## config.mk

```make
export PLATFORM = sky130hd
export DESIGN_NAME = instr_fetch
export DESIGN_NICKNAME = d
export VERILOG_FILES = /design/src/rtl/instr_fetch.sv
export SDC_FILE = /design/constraint.sdc
export NUM_CORES = 1
export LEC_CHECK = 0
export ABC_AREA = 1
export CAP_MARGIN = 20
export CORE_MARGIN = 5
export CORE_UTILIZATION = 48
export CTS_CLUSTER_SIZE = 25
export DETAILED_ROUTE_END_ITERATION = 8
export GPL_ROUTABILITY_DRIVEN = 1
export PLACE_DENSITY = 0.84
export SLEW_MARGIN = 10
export SYNTH_ARGS = -nofsm -noshare
export SYNTH_HDL_FRONTEND = slang
export SYNTH_SLANG_ARGS = --single-unit
```

## constraint.sdc

```tcl
create_clock -name clka -period 3.9 [get_ports clka]
set_clock_uncertainty 0.2 [all_clocks]
set_input_delay 0.585 -clock clka [delete_from_list [all_inputs] [get_ports clka]]
set_output_delay 0.585 -clock clka [all_outputs]
set_load 0.01 [all_outputs]
```

## src/rtl/instr_fetch.sv

```systemverilog
// Instruction fetch stage: issues one memory read per fetch request, holds the
// returned word until decode accepts it, and traps misaligned or timed-out fetches.
module instr_fetch #(
  parameter int PC_BITS    = 6,
  parameter int INSTR_BITS = 16,
  parameter int TIMEOUT    = 15
) (
  input  logic                  clka,
  input  logic                  reset,
  input  logic                  fetch_start,
  input  logic [PC_BITS-1:0]    pc,
  input  logic                  flush,
  input  logic [INSTR_BITS-1:0] mem_rdata,
  input  logic                  mem_ack,
  input  logic                  dec_ready,
  output logic                  mem_req,
  output logic [PC_BITS-1:0]    mem_addr,
  output logic [INSTR_BITS-1:0] instr,
  output logic [PC_BITS-1:0]    instr_pc,
  output logic                  instr_valid,
  output logic                  pc_advance,
  output logic                  err,
  output logic [1:0]            err_code,
  output logic [7:0]            fetch_count
);

  localparam int WAIT_BITS = $clog2(TIMEOUT + 1);
  localparam logic [WAIT_BITS-1:0] WAIT_LAST = WAIT_BITS'(TIMEOUT - 1);
  localparam logic [1:0] CODE_NONE      = 2'b00;
  localparam logic [1:0] CODE_MISALIGN  = 2'b01;
  localparam logic [1:0] CODE_TIMEOUT   = 2'b10;

  typedef enum logic [1:0] {IDLE, REQ, HOLD, ERR} state_t;

  state_t               state_reg;
  logic [WAIT_BITS-1:0] wait_reg;
  logic                 handshake;
  logic                 can_launch;

  // A new fetch may start from IDLE, or back-to-back in the cycle decode takes the held word.
  always_comb begin
    handshake  = (state_reg == HOLD) && dec_ready;
    can_launch = (state_reg == IDLE) || handshake;
  end

  always_ff @(posedge clka) begin
    if (reset) begin
      state_reg   <= IDLE;
      wait_reg    <= '0;
      mem_req     <= 1'b0;
      mem_addr    <= '0;
      instr       <= '0;
      instr_pc    <= '0;
      instr_valid <= 1'b0;
      pc_advance  <= 1'b0;
      err         <= 1'b0;
      err_code    <= CODE_NONE;
      fetch_count <= 8'd0;
    end else if (flush) begin
      state_reg   <= IDLE;
      mem_req     <= 1'b0;
      instr_valid <= 1'b0;
      pc_advance  <= 1'b0;
      err         <= 1'b0;
      err_code    <= CODE_NONE;
    end else begin
      pc_advance <= 1'b0;
      unique case (state_reg)
        IDLE: ;
        REQ: begin
          // An ack in the last allowed cycle takes priority over the timeout.
          if (mem_ack) begin
            instr       <= mem_rdata;
            instr_pc    <= mem_addr;
            instr_valid <= 1'b1;
            mem_req     <= 1'b0;
            state_reg   <= HOLD;
          end else if (wait_reg == WAIT_LAST) begin
            mem_req   <= 1'b0;
            err       <= 1'b1;
            err_code  <= CODE_TIMEOUT;
            state_reg <= ERR;
          end else begin
            wait_reg <= wait_reg + WAIT_BITS'(1);
          end
        end
        HOLD: begin
          if (dec_ready) begin
            fetch_count <= fetch_count + 8'd1;
            pc_advance  <= 1'b1;
            instr_valid <= 1'b0;
            state_reg   <= IDLE;
          end
        end
        ERR: ;
      endcase

      if (can_launch && fetch_start) begin
        if (pc[0]) begin
          err       <= 1'b1;
          err_code  <= CODE_MISALIGN;
          state_reg <= ERR;
        end else begin
          mem_addr  <= pc;
          mem_req   <= 1'b1;
          wait_reg  <= '0;
          state_reg <= REQ;
        end
      end
    end
  end

endmodule

```

==> impl_metrics.csv, run 1 <==
group,metric,value,unit
timing,max_freq,0.443,GHz
synthesis,yosysMostFrequentCell,"nor2_1",
die,die_area,5600,sq um
cts,cts_resized,0,
synthesis,netlist_instances,264,
synthesis,yosysWarnings,0,
cts,cts_buffer_depth,2,
cts,cts_made_buffers,5,
die,rows,23,
synthesis,synth_top_area_share,45.7,%
detailed_routing,via_per_inst,4.86,
grt,grt-ovfl-total,0,
timing,relSlewSlack,43.9,%
grt,met1_usage,24.0,%
cells_and_area,fillers,362,
grt,use_met2,30.5,%
synthesis,synth_ff_type,"dfxtp_1",
power_and_ir_drop,p_sw,240,uW
placed_design,place_ws,1.33,ns
power_and_ir_drop,switching_share,26.4,%
timing,finalSetupTns,0,ns
cells_and_area,drive_above_1_share,12.7,%
synthesis,synth_area_leaders,"dfxtp_1, nor2_1, nand2_1",
cells_and_area,final_cells,380,
timing,timing_worst_slew_pin_value,0.840,ns
detailed_routing,ant_nets,0,
grt,track_usage,19.0,%
placed_design,port_buffers,67,
detailed_routing,wl,4950,um
cells_and_area,largest_reg_flops,16,
critical_path,cp.arrival,2.27,ns
placed_design,dpl.hpwl,3700,um
cts,worstSkewPairLatency,0.31,ns
critical_path,startpoint_type,"input port",
power_and_ir_drop,clockPowerShare,33.2,%
die,initial_core_util,50.1,%
timing,fin_crit,2.26,ns
timing,hold_violations,0,
synthesis,yosysUniqueCellTypes,27,
placed_design,dp.cells,372,
cells_and_area,post-route-util,68.8,%
cts,cts-root-buf,"clkbuf_8",
power_and_ir_drop,intPower,666,uW
synthesis,ys_seq_elements,46,
cts,cts.sinks,46,
cells_and_area,diodes,0,
cts,cts_tree,"yes",
hold_path,min-delay-start,"instr_valid",
synthesis,netlist_top_cells_count,"nor2_1, dfxtp_1, nand2_1",
detailed_routing,post_drt_wl_per_cell,13.0,um
die,core-area,4030,sq um
synthesis,synth.avg_cell_area,7.64,sq um
placed_design,gp_congestion,0.853,
die,die-height,74.8,um
critical_path,critPathLaunch,"mem_ack",
critical_path,worst-r2r-cell-count,7,
detailed_routing,dr.first_iter.drc_count,77,
timing,setup_violations,0,
power_and_ir_drop,leakage,0.00112,uW
critical_path,path_class,"in -> reg",
hold_path,hold_path.class,"reg -> reg",
grt,use_met3,4.67,%
synthesis,async_flop_share,0,%
critical_path,cp_data_required_time,3.91,ns
timing,drv_slew,0,
timing,min_period_over_period,57.8,%
detailed_routing,via_count,1845,
grt,grt_pass1_wl,8120,um
cts,hold_buffers,0,
timing,setup_ws,1.64,ns
cts,clk_pin_slew,0.09,ns
critical_path,reg2reg_to,"instr[5]",
cts,h-tree-depth,2,
power_and_ir_drop,ir_worst_vdd,0.207,mV
critical_path,critPathCapture,"instr[5]",
critical_path,rr_startpoint,"state_reg[0]",
critical_path,cp-end-kind,"flip-flop",
grt,grt_pass1_vias,1817,
synthesis,synth-seq-area-share,45.7,%
cells_and_area,top_regs,"instr x16, fetch_count x8",
cells_and_area,syn_to_final_growth,37.3,%
power_and_ir_drop,seqPwrFrac,54.2,%
power_and_ir_drop,power_density,327,nW/um^2
status,status,"completed",
synthesis,synth_edf_count,0,
cts,cts_setup_buffers,0,
cells_and_area,final_nets,360,
timing,rsz0062_at_grt,"no",
grt,grt_max_degree,33,
critical_path,rrSetupSlack,1.79,ns
detailed_routing,drc,0,
run,cap_violations,0,
synthesis,yosysTopAreaCell,"dfxtp_1",
synthesis,syn_area,2020,sq um
die,die_x,74.8,um
die,ios,70,
grt,grt_antenna_before_repair,0,
critical_path,cp_max_fo,22,
grt,grt-busiest-layer,"met2",
detailed_routing,first_pass_iters,4,
power_and_ir_drop,power_frac_comb,12.6,%
cells_and_area,top_register,"instr",
timing,whs,0.267,ns
## power by group through the flow
| stage | logic, uW | registers (uW) | clock network, uW |
|---|---|---|---|
| finish | 114 | 491 | 301 |
| global placement | 112 | 502 | 0 |
| CTS | 114 | 491 | 307 |
| detailed placement | 114 | 502 | 0 |
| floorplan | 52.5 | 505 | 0 |
| global route | 126 | 493 | 326 |
## worst max-delay path, cell delays in order
cell and delay, ns:
clkdlybuf4s50_1 0.53, nand2_2 0.10, nor2_4 0.42, inv_2 0.37, nor2_1 0.19, nor2_1 0.06
## logic make-up after synthesis
family	share of synthesized area [%]
buf+inv	7.07
xor+xnor	0.434
flops	45.7
fa+ha+maj	1.86
simple gates	32.8
compound gates	12.0
other cells	0.186
## area by class of cell
type / count / area [sq um] / share of cell area [%]
Timing Repair Buffer: 67 / 671 / 24.2
Multi-Input combinational cell: 192 / 957 / 34.6
Sequential cell: 46 / 921 / 33.2
Tap cell: 50 / 62.6 / 2.26
Inverter: 17 / 66.3 / 2.39
Clock buffer: 5 / 68.8 / 2.48
Clock inverter: 3 / 23.8 / 0.858
## layout by cell type (no fill, tap or decap)
cell / instances
xnor2_1: 1
nand2_1: 43
nor3_1: 2
nand4_1: 1
inv_2: 3
nand3_1: 12
nand2_2: 2
nor2_2: 22
nand4_2: 1
inv_4: 1
a21oi_1: 13
conb_1: 2
ha_1: 3
inv_1: 13
nand3_4: 1
clkdlybuf4s50_1: 67
nor2_4: 2
clkbuf_8: 5
clkinvlp_4: 2
or2_1: 1
o21ai_0: 9
a21oi_4: 1
inv_6: 1
o21ai_1: 23
nor2_8: 1
dfxtp_1: 46
nor2_1: 52
## layer usage
layer / share of wire [%] / up-vias
li1: - / 965
met1: 44 / 817
met2: 47 / 55
met3: 6.1 / 8
met4: 2.5 / 0
met5: 0 / -
## metrics by stage
stage,power [uW],area (sq um)
final,906,2770
after global routing,945,2770
after CTS,912,2770
after detailed placement,615,2680
after global placement,614,2680
after floorplan,558,2020
## worst min path at each step
stage | cells past startpoint | slack (ns) | end
floorplan | 2 | 0.26 | wait_reg[3]
global placement | 2 | 0.26 | mem_req
detailed placement | 2 | 0.26 | instr_valid
CTS | 2 | 0.27 | instr_valid
global route | 2 | 0.29 | instr_valid
finish | 2 | 0.27 | instr_valid
Power figures use the tool's default switching activity.
==> inputs of run 2 (changes only) <==
--- a/config.mk
+++ b/config.mk
@@ -8,11 +8,11 @@
 export ABC_AREA = 1
 export CAP_MARGIN = 20
 export CORE_MARGIN = 5
-export CORE_UTILIZATION = 48
+export CORE_UTILIZATION = 40
 export CTS_CLUSTER_SIZE = 25
 export DETAILED_ROUTE_END_ITERATION = 8
 export GPL_ROUTABILITY_DRIVEN = 1
-export PLACE_DENSITY = 0.84
+export PLACE_DENSITY = 0.75
 export SLEW_MARGIN = 10
 export SYNTH_ARGS = -nofsm -noshare
 export SYNTH_HDL_FRONTEND = slang
==> constraint.sdc (replaced) <==
create_clock -name clka -period 2 [get_ports clka]
set_clock_uncertainty 0.2 [all_clocks]
set_input_delay 0.3 -clock clka [delete_from_list [all_inputs] [get_ports clka]]
set_output_delay 0.3 -clock clka [all_outputs]
set_load 0.01 [all_outputs]
==> run 2 against run 1 <==
Core utilization decreased by 10 points. Wire length is 2.3% lower. Worst setup slack got worse by 1.5 ns. Total power is 90% higher. Register-to-register slack lost 1.4 ns. Cell area rose by 1.7%.
==> impl_metrics.csv, run 2 (synthesis gave the netlist of run 1 again) <==
group,metric,value,unit
die,rows,25,
cells_and_area,final_nets,365,
cts,hold_buffers,0,
cells_and_area,final_area,2820,sq um
timing,min_period_over_period,90.9,%
cells_and_area,top_regs,"instr x16, fetch_count x8",
cells_and_area,post-route-util,58.5,%
critical_path,cp.arrival,1.32,ns
cells_and_area,mostFrequentLayoutCell,"clkdlybuf4s50_1",
power_and_ir_drop,power_density,611,nW/um^2
cells_and_area,fillers,483,
detailed_routing,post_drt_wl_per_cell,12.1,um
cts,cts_resized,0,
die,die_x,81.0,um
cells_and_area,mostFrequentLayoutCells,"clkdlybuf4s50_1, nor2_1, dfxtp_1",
cells_and_area,largest_reg_flops,16,
grt,track_usage,15.5,%
power_and_ir_drop,total_power,1720,uW
cts,cts_setup_buffers,0,
critical_path,critPathBufInv,1,
critical_path,critPathTopFamily,"buffers and inverters",
die,die-height,81.0,um
die,ios,70,
grt,grt_pass1_vias,1779,
critical_path,slowest_stage,"clkdlybuf4s50_1",
cts,h-tree-depth,2,
critical_path,startpoint_type,"flip-flop",
die,die_area,6560,sq um
detailed_routing,first_pass_iters,4,
cts,worstSkewPairLatency,0.29,ns
critical_path,cp_data_required_time,1.50,ns
placed_design,dpl.hpwl,3590,um
critical_path,max_stage_delay,0.58,ns
status,status,"completed",
detailed_routing,via_count,1873,
detailed_routing,drc,0,
critical_path,cp-end-kind,"primary output",
grt,grt_pass1_wl,7910,um
timing,drv_slew,0,
timing,max_freq,0.550,GHz
power_and_ir_drop,ir_worst_vdd,0.386,mV
timing,rsz0062_at_grt,"no",
critical_path,crit_chain,"clkdlybuf4s50_1",
grt,grt_max_degree,33,
cells_and_area,top_register,"instr",
timing,setup_violations,0,
detailed_routing,via_per_inst,4.67,
critical_path,cp_max_fo,4,
cells_and_area,drive_above_1_share,13.5,%
detailed_routing,dr.first_iter.drc_count,57,
timing,fin_crit,1.82,ns
power_and_ir_drop,leakage,0.00114,uW
placed_design,port_buffers,67,
run,cap_violations,0,
timing,finalSetupTns,0,ns
timing,timing_worst_slew_pin_value,0.545,ns
cts,cts-root-buf,"clkbuf_8",
cells_and_area,diodes,0,
timing,hold_violations,0,
cts,cts_made_buffers,5,
cts,cts.sinks,46,
cts,clk_pin_slew,0.08,ns
die,initial_core_util,41.9,%
hold_path,hold_path.class,"reg -> reg",
placed_design,post_dp_cell_area,2740,sq um
cells_and_area,syn_to_final_growth,39.6,%
critical_path,path_class,"reg -> out",
detailed_routing,wl,4830,um
grt,grt_antenna_before_repair,0,
placed_design,gp_congestion,0.787,
cts,cts_buffer_depth,2,
die,core-area,4820,sq um
timing,relSlewSlack,63.6,%
cts,cts_tree,"yes",
detailed_routing,ant_nets,0,
grt,grt-ovfl-total,0,
[run 2: cell count changes in the layout (fill, tap and decap cells not counted), sizes merged]
cell / delta
inv: -1
clkinvlp: -1
clkbuf: +1
buf: +5
[run 2: report_power, final]
| part | total, uW | switching, uW | leakage (uW) | internal (uW) |
|---|---|---|---|---|
| Sequential | 958 | 19.3 | 0.000372 | 938 |
| Combinational | 228 | 111 | 0.000728 | 117 |
| Clock | 536 | 296 | 0.0000373 | 240 |
[run 2: worst reg2reg max path, stage by stage (launching register included)]
cell and delay (ns):
dfxtp_1 0.38, inv_1 0.07, ha_1 0.19, nand3_1 0.18, nand2_1 0.12, o21ai_1 0.21, nand2_1 0.07, nand2_1 0.06
nor2_1 0.03
[run 2: path summary, 6_finish.rpt]
check / from / endpoint / slack [ns] / cells past startpoint
hold / removal: instr_valid / instr_valid / 0.28 / 2
setup / recovery: fetch_count[2] / fetch_count[2] / 0.18 / 1
setup reg to reg: wait_reg[0] / state_reg[1] / 0.39 / 8
hold reg to reg: instr_valid / instr_valid / 0.28 / 2
[run 2: per-layer routing]
metal  track usage, %  share of wire, %
met3             4.88               6.5
met4             5.57              0.54
met2             24.3                48
met5                0                 0
met1             19.9                45
[run 2: area by class of cell]
type                       count  area (sq um)  share of cell area, %
multi-input combinational    192           957                   34.0
sequential                    46           921                   32.7
timing repair buffer          72           708                   25.1
tap                           67          83.8                   2.98
clock buffer                   6          72.6                   2.58
inverter                      17          66.3                   2.35
clock inverter                 1          7.51                  0.267
[run 2: stage by stage]
stage / std cells / setup WS [ns] / hold WS, ns
after floorplan: 265 / 0.554 / 0.228
after global placement: 394 / 0.0977 / 0.252
after detailed placement: 394 / 0.0691 / 0.271
after CTS: 401 / 0.177 / 0.282
after global routing: 401 / 0.151 / 0.302
final: 401 / 0.182 / 0.281
